### src/rtl/mul_share_pkg.sv
// Shared constants, tag record and saturation helper for the shared 8x14 multiplier.
package mul_share_pkg;

  localparam int A_W      = 8;
  localparam int B_W      = 14;
  localparam int P_W      = 14;
  localparam int FULL_W   = 22;
  localparam int LAT      = 2;
  localparam int P_MAX    = 8191;
  localparam int P_MIN    = -8192;
  localparam int TAG_ID_W = 4;

  typedef struct packed {
    logic                valid;
    logic [TAG_ID_W-1:0] id;
  } tag_t;

  function automatic logic [P_W-1:0] sat_p(input logic signed [FULL_W-1:0] full);
    logic signed [FULL_W-1:0] hi;
    logic signed [FULL_W-1:0] lo;
    hi = FULL_W'(P_MAX);
    lo = FULL_W'(P_MIN);
    if (full > hi) begin
      return P_W'(P_MAX);
    end else if (full < lo) begin
      return P_W'(P_MIN);
    end else begin
      return full[P_W-1:0];
    end
  endfunction

endpackage

### src/rtl/mul_share_dsp_core.sv
// Two-register 8x14 multiplier (operand regs, product reg) with a common clock enable.
// MUL_SHARE_SAT_EN selects a saturated 14-bit output instead of low-bit truncation.
module mul_share_dsp_core
  import mul_share_pkg::*;
(
  input  logic              clk,
  input  logic              reset,
  input  logic              ce,
  input  logic [A_W-1:0]    a,
  input  logic [B_W-1:0]    b,
  output logic [FULL_W-1:0] full_p,
  output logic [P_W-1:0]    p
);

  logic        [A_W-1:0]    a_reg;
  logic signed [B_W-1:0]    b_reg;
  logic signed [FULL_W-1:0] prod_next;
  logic signed [FULL_W-1:0] full_reg;
  logic        [P_W-1:0]    p_next;
  logic        [P_W-1:0]    p_reg;

  // The 8-bit operand is unsigned, so it is zero-extended before the signed multiply.
  assign prod_next = FULL_W'($signed({1'b0, a_reg})) * FULL_W'(b_reg);

`ifdef MUL_SHARE_SAT_EN
  assign p_next = sat_p(prod_next);
`else
  assign p_next = prod_next[P_W-1:0];
`endif

  always_ff @(posedge clk) begin
    if (reset) begin
      a_reg    <= '0;
      b_reg    <= '0;
      full_reg <= '0;
      p_reg    <= '0;
    end else if (ce) begin
      a_reg    <= a;
      b_reg    <= b;
      full_reg <= prod_next;
      p_reg    <= p_next;
    end
  end

  assign full_p = full_reg;
  assign p      = p_reg;

endmodule

### src/rtl/mul_share_arbiter.sv
// Round-robin sharing of one pipelined multiplier among NUM_REQ requesters, with an ID tag
// pipeline and whole-pipe stall on result backpressure. Optional macro: MUL_SHARE_SAT_EN.
module mul_share_arbiter
  import mul_share_pkg::*;
#(
  parameter int NUM_REQ = 4,
  parameter int ID_W    = $clog2(NUM_REQ)
) (
  input  logic                     clk,
  input  logic                     reset,
  input  logic [NUM_REQ-1:0]       req_valid,
  output logic [NUM_REQ-1:0]       req_ready,
  input  logic [NUM_REQ*A_W-1:0]   req_a,
  input  logic [NUM_REQ*B_W-1:0]   req_b,
  output logic                     res_valid,
  input  logic                     res_ready,
  output logic [ID_W-1:0]          res_id,
  output logic [P_W-1:0]           res_p,
  output logic [$clog2(LAT+1)-1:0] inflight
);

  logic [A_W-1:0]      a_slot [NUM_REQ];
  logic [B_W-1:0]      b_slot [NUM_REQ];
  logic [NUM_REQ-1:0]  grant;
  logic                grant_any;
  logic [ID_W-1:0]     grant_id;
  logic [A_W-1:0]      a_sel;
  logic [B_W-1:0]      b_sel;
  logic                ce;
  logic [ID_W-1:0]     last_grant_reg;
  tag_t                tag1_reg;
  tag_t                tag1_next;
  tag_t                tag2_reg;
  logic [TAG_ID_W-1:0] tag2_id_unused;
  logic [FULL_W-1:0]   prod_full_unused;

  genvar gi;
  generate
    for (gi = 0; gi < NUM_REQ; gi++) begin : g_slot
      assign a_slot[gi] = req_a[gi*A_W +: A_W];
      assign b_slot[gi] = req_b[gi*B_W +: B_W];
    end
  endgenerate

  // A result waiting on a stalled consumer freezes every stage, including the core.
  assign ce = !(tag2_reg.valid && !res_ready);

  always_comb begin
    grant     = '0;
    grant_any = 1'b0;
    grant_id  = '0;
    a_sel     = '0;
    b_sel     = '0;
    for (int k = 1; k <= NUM_REQ; k++) begin
      for (int i = 0; i < NUM_REQ; i++) begin
        if (!grant_any && req_valid[i] && (i == (int'(last_grant_reg) + k) % NUM_REQ)) begin
          grant_any = 1'b1;
          grant[i]  = 1'b1;
          grant_id  = ID_W'(i);
          a_sel     = a_slot[i];
          b_sel     = b_slot[i];
        end
      end
    end
  end

  assign req_ready = grant & {NUM_REQ{ce}};

  always_comb begin
    tag1_next       = '0;
    tag1_next.valid = grant_any;
    tag1_next.id    = TAG_ID_W'(grant_id);
  end

  always_ff @(posedge clk) begin
    if (reset) begin
      tag1_reg       <= '0;
      tag2_reg       <= '0;
      last_grant_reg <= ID_W'(NUM_REQ - 1);
    end else if (ce) begin
      tag1_reg <= tag1_next;
      tag2_reg <= tag1_reg;
      // With ce high any grant is an accepted handshake.
      if (grant_any) begin
        last_grant_reg <= grant_id;
      end
    end
  end

  mul_share_dsp_core u_core (
    .clk    (clk),
    .reset  (reset),
    .ce     (ce),
    .a      (a_sel),
    .b      (b_sel),
    .full_p (prod_full_unused),
    .p      (res_p)
  );

  assign tag2_id_unused = tag2_reg.id;
  assign res_valid      = tag2_reg.valid;
  assign res_id         = tag2_id_unused[ID_W-1:0];
  assign inflight       = ($clog2(LAT+1))'(tag1_reg.valid) + ($clog2(LAT+1))'(tag2_reg.valid);

endmodule
### config.mk
export PLATFORM = sky130hd
export DESIGN_NAME = mul_share_arbiter
export DESIGN_NICKNAME = d
export VERILOG_FILES = /design/src/rtl/mul_share_pkg.sv /design/src/rtl/mul_share_dsp_core.sv /design/src/rtl/mul_share_arbiter.sv
export SDC_FILE = /design/constraint.sdc
export NUM_CORES = 1
export LEC_CHECK = 0
export BUFFER_PORTS_ARGS = -buffer_cell sky130_fd_sc_hd__buf_2
export CELL_PAD_IN_SITES_DETAIL_PLACEMENT = 1
export CELL_PAD_IN_SITES_GLOBAL_PLACEMENT = 1
export CORE_MARGIN = 1.5
export CORE_UTILIZATION = 30
export CTS_CLUSTER_SIZE = 16
export DETAILED_ROUTE_END_ITERATION = 7
export HOLD_SLACK_MARGIN = 0.06
export PLACE_DENSITY_LB_ADDON = 0.1
export SYNTH_ARGS = -nofsm -noshare
export SYNTH_HDL_FRONTEND = slang
export SYNTH_HIERARCHICAL = 1
export SYNTH_SLANG_ARGS = --single-unit
### constraint.sdc
create_clock -name clk -period 9.2 [get_ports clk]
set_input_delay 0.92 -clock clk [delete_from_list [all_inputs] [get_ports clk]]
set_output_delay 0.92 -clock clk [all_outputs]
set_load 0.1 [all_outputs]
==> impl_metrics.ini, run 1 <==
[outcome]
status = completed

[route]
wl_met1_um = 13300
drt-initial-drc-count = 559
vias = 7898
wl_met3_um = 1080
drtPass1Iterations = 5
routedWlPerCell_um = 20.8
ant_nets = 0
wl_met2_um = 14200
top_layer = met4
avgViaCountPerCell = 5.65
drt-total-wl_um = 29100
drcViolationCount = 0

[sta]
fin_crit_sh_pct = 49.9
period_needed_ns = 4.59
worst_slew_pin_slew_ns = 1.30
finalSetupTns_ns = 0
slew_headroom_pct = 11.9
rsz0062_at_grt = false
skew_ns = 0.00566
fmaxAchievable_ghz = 0.218
slew_violations = 0
timing_hold_violations_final = 0
setup_viol = 0

[clocking]
h-tree-depth = 2
postCtsSetupBuffers = 0
clockBufferDepth = 2
cts_buffers = 5
cts_sinks = 44
clk_pin_slew_ns = 0.07
cts_hold_buf = 0
cts_resized = 0
cts_tree = yes
cts_root_buf = clkbuf_16
insertion_delay_ns = 0.29

[floorplan]
start_util_pct = 30.6
die_x_um = 160
ios = 118
die_h_um = 160
core_area_mm2 = 0.0242
die_area_mm2 = 0.0257
row_count = 57

[logic_synthesis]
synth_nets = 1220
syn-instance-count = 1041
synth_area_mm2 = 0.00741
synth.avg_cell_area_um2 = 7.12
ys_warn_count = 6

[global_route]
grt.total_usage_pct = 22.5
grt_pass1_wl_um = 45900
antenna_found_initial = 0
grt_max_degree = 55
grt_pass1_vias = 8107
grt_remaining_overflow = 0

[layout]
fin_nets = 1253
layout-drive-gt1-share_pct = 15.5
synthToLayoutAreaGrowth_pct = 9.88

[placement]
dp_hpwl_um = 19900
portBuffers = 117
place.gp.congestion = 0.812

[power]
power_leakage_nw = 3.84
vdd_drop_max_uv = 116
p_per_area_mw_per_mm2 = 147
finalPower_mw = 1.20

[setup_path]
critical_path_required_ns = 9.35
rrSetupSlack_ns = 4.61
cp-end-kind = flip-flop
crit_type = reg -> reg
critPathLaunchType = flip-flop
path_max_fanout = 15
critPathArrivalTime_ns = 4.74

[job]
drv_cap = 0

[worst_hold_path]
hold_class = reg -> reg
## placed cells by master, fill, tap and decap left out, drive strengths merged, types with 4 or more instances in the layout
cell    instances
nand2         150
buf           135
o21ai          93
a21oi          90
nor2           85
inv            75
fa             54
and2           46
dfxtp          44
o22ai          39
mux2i          32
ha             30
a221oi         26
a211oi         24
a22oi          22
a32oi          17
nand3          10
nor2b           9
nor3            7
clkbuf          6
nand2b          5
and3            5
xnor2           5
o221ai          4
a221o           4
a21boi          4
## power by group
part | internal (mW) | switching (mW)
Clock | 0.0989 | 0.0768
Sequential | 0.230 | 0.0548
Combinational | 0.241 | 0.495
## worst max-delay path: stages (launching register included)
cell     delay [ns]
dfxtp_1        0.60
nand2_1        0.15
fa_1           0.55
inv_1          0.05
fa_1           0.49
fa_1           0.54
inv_1          0.05
fa_1           0.47
inv_1          0.04
ha_1           0.33
a21oi_1        0.21
and2b_1        0.21
or3_2          0.42
xor2_1         0.15
mux2i_1        0.14
nor2_1         0.05
## worst paths after layout
check / end / cells after the start / from
worst max-delay path: u_core/full_p[10]$_SDFFE_PP0P_ / 15 / u_core/a_reg[0]$_SDFFE_PP0P_
worst min-delay path: tag2_id_unused[1]$_SDFFE_PP0N_ / 2 / tag2_id_unused[1]$_SDFFE_PP0N_
worst max register to register: u_core/full_p[10]$_SDFFE_PP0P_ / 15 / u_core/a_reg[0]$_SDFFE_PP0P_
worst min register to register: tag2_id_unused[1]$_SDFFE_PP0N_ / 2 / tag2_id_unused[1]$_SDFFE_PP0N_
## cell type report
class                      count  area, um^2
multi-input combinational    813        5720
timing repair buffer         135         721
fill                        3105       16100
antenna                        1        2.50
sequential                    44         881
clock inverter                 1        5.00
clock buffer                   6         129
tap                          324         405
inverter                      75         282
## stage by stage
stage | utilization [%] | setup WS (ns) | hold slack (ns) | cells | area, um^2
after detailed placement | 33.0 | 4.58 | 0.454 | 1391 | 8010
after floorplan | - | 4.44 | 0.437 | 1041 | 7410
after CTS | 33.6 | 4.56 | 0.463 | 1398 | 8140
after global placement | 33.0 | 4.62 | 0.439 | 1391 | 8010
final | 33.6 | 4.61 | 0.458 | 1399 | 8140
after global routing | 33.6 | 4.39 | 0.485 | 1398 | 8140
## metal layers
metal,vias up,track usage [%]
met5,-,0
met4,0,5.69
met3,33,1.71
met2,235,39.8
met1,3932,29.5
li1,3698,-
No activity file was read; power rests on OpenSTA's default activity.
==> inputs of run 2 (changes only) <==
Clock period 9.2 ns to 3.95 ns, I/O delays scaled along.
==> impl_metrics.ini, run 2 (synthesized netlist as in run 1, its figures left out) <==
[outcome]
failed_checks = negative setup slack
status = complete, but fails checks

[setup_path]
cp.depth = 16
path_buf_inv = 4
crit_chain = buf_6, nand2_4, fa_1, inv_2, fa_1, fa_1, inv_1, fa_1, inv_2, ha_4, a21oi_4, and2b_1, or3_4, xor2_1, mux2i_1, nor2_1
r2r_cells = 16
r2r_end = u_core/full_p[10]$_SDFFE_PP0P_
cp-end-kind = flip-flop
crit_type = reg -> reg
slowest_stage = fa_1
r2r_start = u_core/a_reg[0]$_SDFFE_PP0P_
endpoint = u_core/full_p[10]$_SDFFE_PP0P_
critical_path_required_ns = 4.10
crit_top_cell = fa_1
critPathArrivalTime_ns = 4.18
path_max_fanout = 4
setup.worst_path.start = u_core/a_reg[0]$_SDFFE_PP0P_
path_delay_family = adder cells
rrSetupSlack_ns = -0.08
critPathLaunchType = flip-flop
crit_path_max_incr_delay_ns = 0.54

[floorplan]
start_util_pct = 30.6
core_area_mm2 = 0.0242
ios = 118
die_area_mm2 = 0.0257
die_x_um = 160
die_h_um = 160
row_count = 57

[clocking]
cts_tree = yes
clockBufferDepth = 2
h-tree-depth = 2
cts_root_buf = clkbuf_16
cts_hold_buf = 0
clk_pin_slew_ns = 0.07
cts_buffers = 5
cts_sinks = 44
insertion_delay_ns = 0.29

[route]
drt-total-wl_um = 30000
drtPass1Iterations = 5
routedWlPerCell_um = 20.3
ant_nets = 0
drt-initial-drc-count = 386
vias = 8141
drcViolationCount = 0
avgViaCountPerCell = 5.52

[global_route]
busiest_layer = met2
grt_pass1_wl_um = 47600
grt_remaining_overflow = 0
use_met3_pct = 2.55
grt_max_degree = 47
grt.total_usage_pct = 23.3
antenna_found_initial = 2
grt_use_met2_pct = 40.8
grt_pass1_vias = 8433
use_met1_pct = 30.4

[layout]
synthToLayoutAreaGrowth_pct = 21.5
seq_area_um2 = 920
layout-drive-gt1-share_pct = 25.7
fin_nets = 1330
multi_input_comb_area_mm2 = 0.00588
fill_cells = 3065
most-common-layout-cells = 142 x nand2_1, 117 x buf_2, 88 x a21oi_1
final_common_cell = nand2_1

[sta]
fmaxAchievable_ghz = 0.248
slew_headroom_pct = 26.4
period_needed_ns = 4.03
timing_hold_violations_final = 0
setup_viol = 2
fin_crit_sh_pct = 102
hold_ws_ns = 0.454
rsz0062_at_grt = true
skew_ns = 0.00758
worst_slew_pin_slew_ns = 1.10
layout_setup_ws_ns = -0.0803
slew_violations = 0

[placement]
portBuffers = 117
place.gp.congestion = 0.839
dp_hpwl_um = 21600

[power]
p_per_area_mw_per_mm2 = 350
vdd_drop_max_uv = 293
power_leakage_nw = 4.23
finalPower_mw = 3.15

[worst_hold_path]
hold_class = reg -> reg

[job]
drv_cap = 0
[run 2: changes by cell type in the layout (fill, tap and decap cells not counted), moves of 9 or more]
cell	previous run	this run
buf_4	18	86
dfxtp_1	44	27
dfxtp_2	0	10
inv_1	74	65
inv_2	1	10
[run 2: where the power goes]
part	leakage, nW	switching (mW)	internal [mW]
clock network	0.0667	0.181	0.230
logic	3.79	1.29	0.804
registers	0.371	0.101	0.544
total	4.23	1.57	1.58
[run 2: routing by layer]
metal  wire (um)  part of all wire [%]
met4         522                   1.7
met1       13400                    45
met2       14700                    49
met5          14                 0.047
met3        1370                   4.6
[run 2: worst min-delay path by stage]
stage                                    from                             end  slack (ns)  depth (start not counted)
4_1_cts        tag2_id_unused[0]$_SDFFE_PP0N_  tag2_id_unused[0]$_SDFFE_PP0N_        0.46                          2
5_1_grt        tag2_id_unused[1]$_SDFFE_PP0N_  tag2_id_unused[1]$_SDFFE_PP0N_        0.48                          2
6_report       tag2_id_unused[0]$_SDFFE_PP0N_  tag2_id_unused[0]$_SDFFE_PP0N_        0.45                          2
3_3_place_gp   tag2_id_unused[1]$_SDFFE_PP0N_  tag2_id_unused[1]$_SDFFE_PP0N_        0.44                          2
3_5_place_dp   tag2_id_unused[0]$_SDFFE_PP0N_  tag2_id_unused[0]$_SDFFE_PP0N_        0.45                          2
2_1_floorplan        tag1_reg[1]$_SDFFE_PP0N_        tag1_reg[1]$_SDFFE_PP0N_        0.44                          2
[run 2: area by class of cell]
| class | count | area share (%) |
|---|---|---|
| Antenna cell | 1 | 0.0278 |
| Multi-Input combinational cell | 813 | 65.4 |
| Tap cell | 324 | 4.50 |
| Clock inverter | 1 | 0.0556 |
| Clock buffer | 6 | 1.43 |
| Timing Repair Buffer | 212 | 15.3 |
| Sequential cell | 44 | 10.2 |
| Inverter | 75 | 3.13 |
[run 2: tightest hold or removal path: stages, from the launching register on]
cell     delay (ns)
dfxtp_1        0.31
nand2_1        0.05
a21oi_1        0.05
[run 2: what timing repair did]
item	4_1_cts	5_1_grt
setup buffers	11	1
setup endpoints to repair	5	5
hold endpoints to repair	0	0
gates resized for setup	39	23
pin swaps	23	17
[run 2: through the flow]
step / TNS, ns / utilization (%) / area (um^2) / setup WS (ns) / cells
after floorplan: -0.102 / - / 7490 / -0.0439 / 1041
after global placement: -0.412 / 35.3 / 8570 / -0.143 / 1456
after detailed placement: -0.848 / 35.3 / 8570 / -0.236 / 1456
after CTS: -0.272 / 36.8 / 8930 / -0.112 / 1474
after global routing: -0.840 / 37.1 / 9000 / -0.265 / 1476
final: -0.159 / 37.1 / 9000 / -0.0803 / 1476
==> inputs of run 3 (changes only) <==
Settings changed: ABC_AREA set to 1, CORE_UTILIZATION 30 to 38.
==> impl_metrics.ini, run 3 <==
[route]
drcViolationCount = 0
ant_nets = 0
routedWlPerCell_um = 16.2
drtPass1Iterations = 5
drt-total-wl_um = 27600
drt-initial-drc-count = 375
avgViaCountPerCell = 5.02
vias = 8566

[clocking]
clockBufferDepth = 2
clk_pin_slew_ns = 0.07
cts_buffers = 5
cts_tree = yes
cts_sinks = 44
h-tree-depth = 2
cts_root_buf = clkbuf_16
insertion_delay_ns = 0.30
cts_hold_buf = 0
postCtsSetupBuffers = 0

[layout]
n_antenna_cell = 0
layout-drive-gt1-share_pct = 15.7
synthToLayoutAreaGrowth_pct = 15.8
fin_cells = 1708
final_common_cell = nand2_1
fin_nets = 1621
most-common-layout-cells = 340 x nand2_1, 312 x nor2_1, 230 x inv_1

[sta]
setup_viol = 0
worst_slew_pin_slew_ns = 1.02
fin_crit_sh_pct = 96.0
period_needed_ns = 3.79
skew_ns = 0.00943
layout_setup_ws_ns = 0.157
timing_hold_violations_final = 0
fmaxAchievable_ghz = 0.264
slew_headroom_pct = 32.2
slew_violations = 0

[outcome]
status = completed

[setup_path]
cp-end-kind = flip-flop
r2r_end = u_core/full_p[13]$_SDFFE_PP0P_
r2r_cells = 18
path_max_fanout = 8
rrSetupSlack_ns = 0.16
r2r_start = u_core/a_reg[4]$_SDFFE_PP0P_
setup.worst_path.start = u_core/a_reg[4]$_SDFFE_PP0P_
crit_type = reg -> reg
critical_path_required_ns = 4.20
endpoint = u_core/full_p[13]$_SDFFE_PP0P_
critPathLaunchType = flip-flop
critPathArrivalTime_ns = 4.04

[global_route]
grt.total_usage_pct = 27.5
grt_pass1_vias = 8730
grt_pass1_wl_um = 44500
grt_remaining_overflow = 0
antenna_found_initial = 0
grt_max_degree = 48

[logic_synthesis]
ys_warn_count = 6
synth.avg_cell_area_um2 = 5.52
syn-instance-count = 1361
synth_nets = 1540
synth_area_mm2 = 0.00751

[worst_hold_path]
hold_class = in -> reg

[power]
p_per_area_mw_per_mm2 = 643
finalPower_mw = 5.60
vdd_drop_max_uv = 522
power_leakage_nw = 5.13

[placement]
dp_hpwl_um = 21200
place.gp.congestion = 0.855
portBuffers = 117
placedCellCount = 1700
dp_slack_ns = -0.0315

[floorplan]
ios = 118
core_area_mm2 = 0.0194
row_count = 51
start_util_pct = 38.7
die_area_mm2 = 0.0206
die_x_um = 144
die_h_um = 144

[job]
drv_cap = 0
## run 3: worst min path at each step
| stage | startpoint | to | slack, ns | depth (start not counted) |
|---|---|---|---|---|
| detailed placement | tag2_id_unused[1]$_SDFFE_PP0N_ | tag2_id_unused[1]$_SDFFE_PP0N_ | 0.48 | 2 |
| global placement | u_core/full_p[4]$_SDFFE_PP0P_ | u_core/full_p[4]$_SDFFE_PP0P_ | 0.48 | 2 |
| finish | reset | res_valid$_SDFFE_PP0N_ | 0.46 | 2 |
| CTS | reset | res_valid$_SDFFE_PP0N_ | 0.46 | 2 |
| global route | reset | res_valid$_SDFFE_PP0N_ | 0.47 | 2 |
| floorplan | tag1_reg[4]$_SDFFE_PP0N_ | tag1_reg[4]$_SDFFE_PP0N_ | 0.46 | 2 |
## run 3: per-stage QoR
stage | util, % | setup TNS (ns) | cell area, um^2 | hold slack [ns]
after floorplan | - | 0 | 7520 | 0.456
after global placement | 43.4 | 0 | 8410 | 0.477
after detailed placement | 43.4 | -0.105 | 8410 | 0.476
after CTS | 44.2 | 0 | 8570 | 0.459
after global routing | 44.8 | -0.0915 | 8700 | 0.473
final | 44.8 | 0 | 8700 | 0.462
## run 3: where the power goes
group	total [mW]	internal (mW)	switching, mW
sequential	0.831	0.615	0.216
clock	0.449	0.253	0.196
combinational	4.32	1.52	2.79
total	5.60	2.39	3.21
## run 3: timing repair
| action | in CTS | in global routing |
|---|---|---|
| pin swaps | 0 | 3 |
| hold endpoints to repair | 0 | 0 |
| gates resized for setup | 10 | 29 |
| endpoints found under the setup margin | 6 | 6 |
## run 3: area by class of cell
type,instances,area (um^2)
clock buffer,7,143
clock inverter,1,7.51
fill,2817,10700
inverter,234,878
multi-input combinational,995,5430
sequential,44,906
tap,265,332
timing repair buffer,162,1000
## run 3: worst max-delay path: stages, from the launching register on
cell and delay (ns):
dfxtp_2 0.42, nand2_1 0.10, fa_1 0.50, fa_1 0.54
inv_1 0.05, fa_1 0.49, inv_1 0.05, fa_1 0.48
inv_1 0.07, ha_4 0.30, nand2_1 0.11, nor2_2 0.12
nand2_2 0.06, nand2_2 0.09, nand2_2 0.06, a21o_1 0.16
nand3_1 0.06, nand2_1 0.05, inv_1 0.05
## run 3: layer usage
metal  GRT usage [%]  vias to the layer above  share of wire [%]
met1            35.2                     4161                 45
met2            50.1                      170                 50
met5               0                        -                  0
met3            2.83                       28                4.0
met4            5.26                        0                1.2
li1                -                     4207                  -
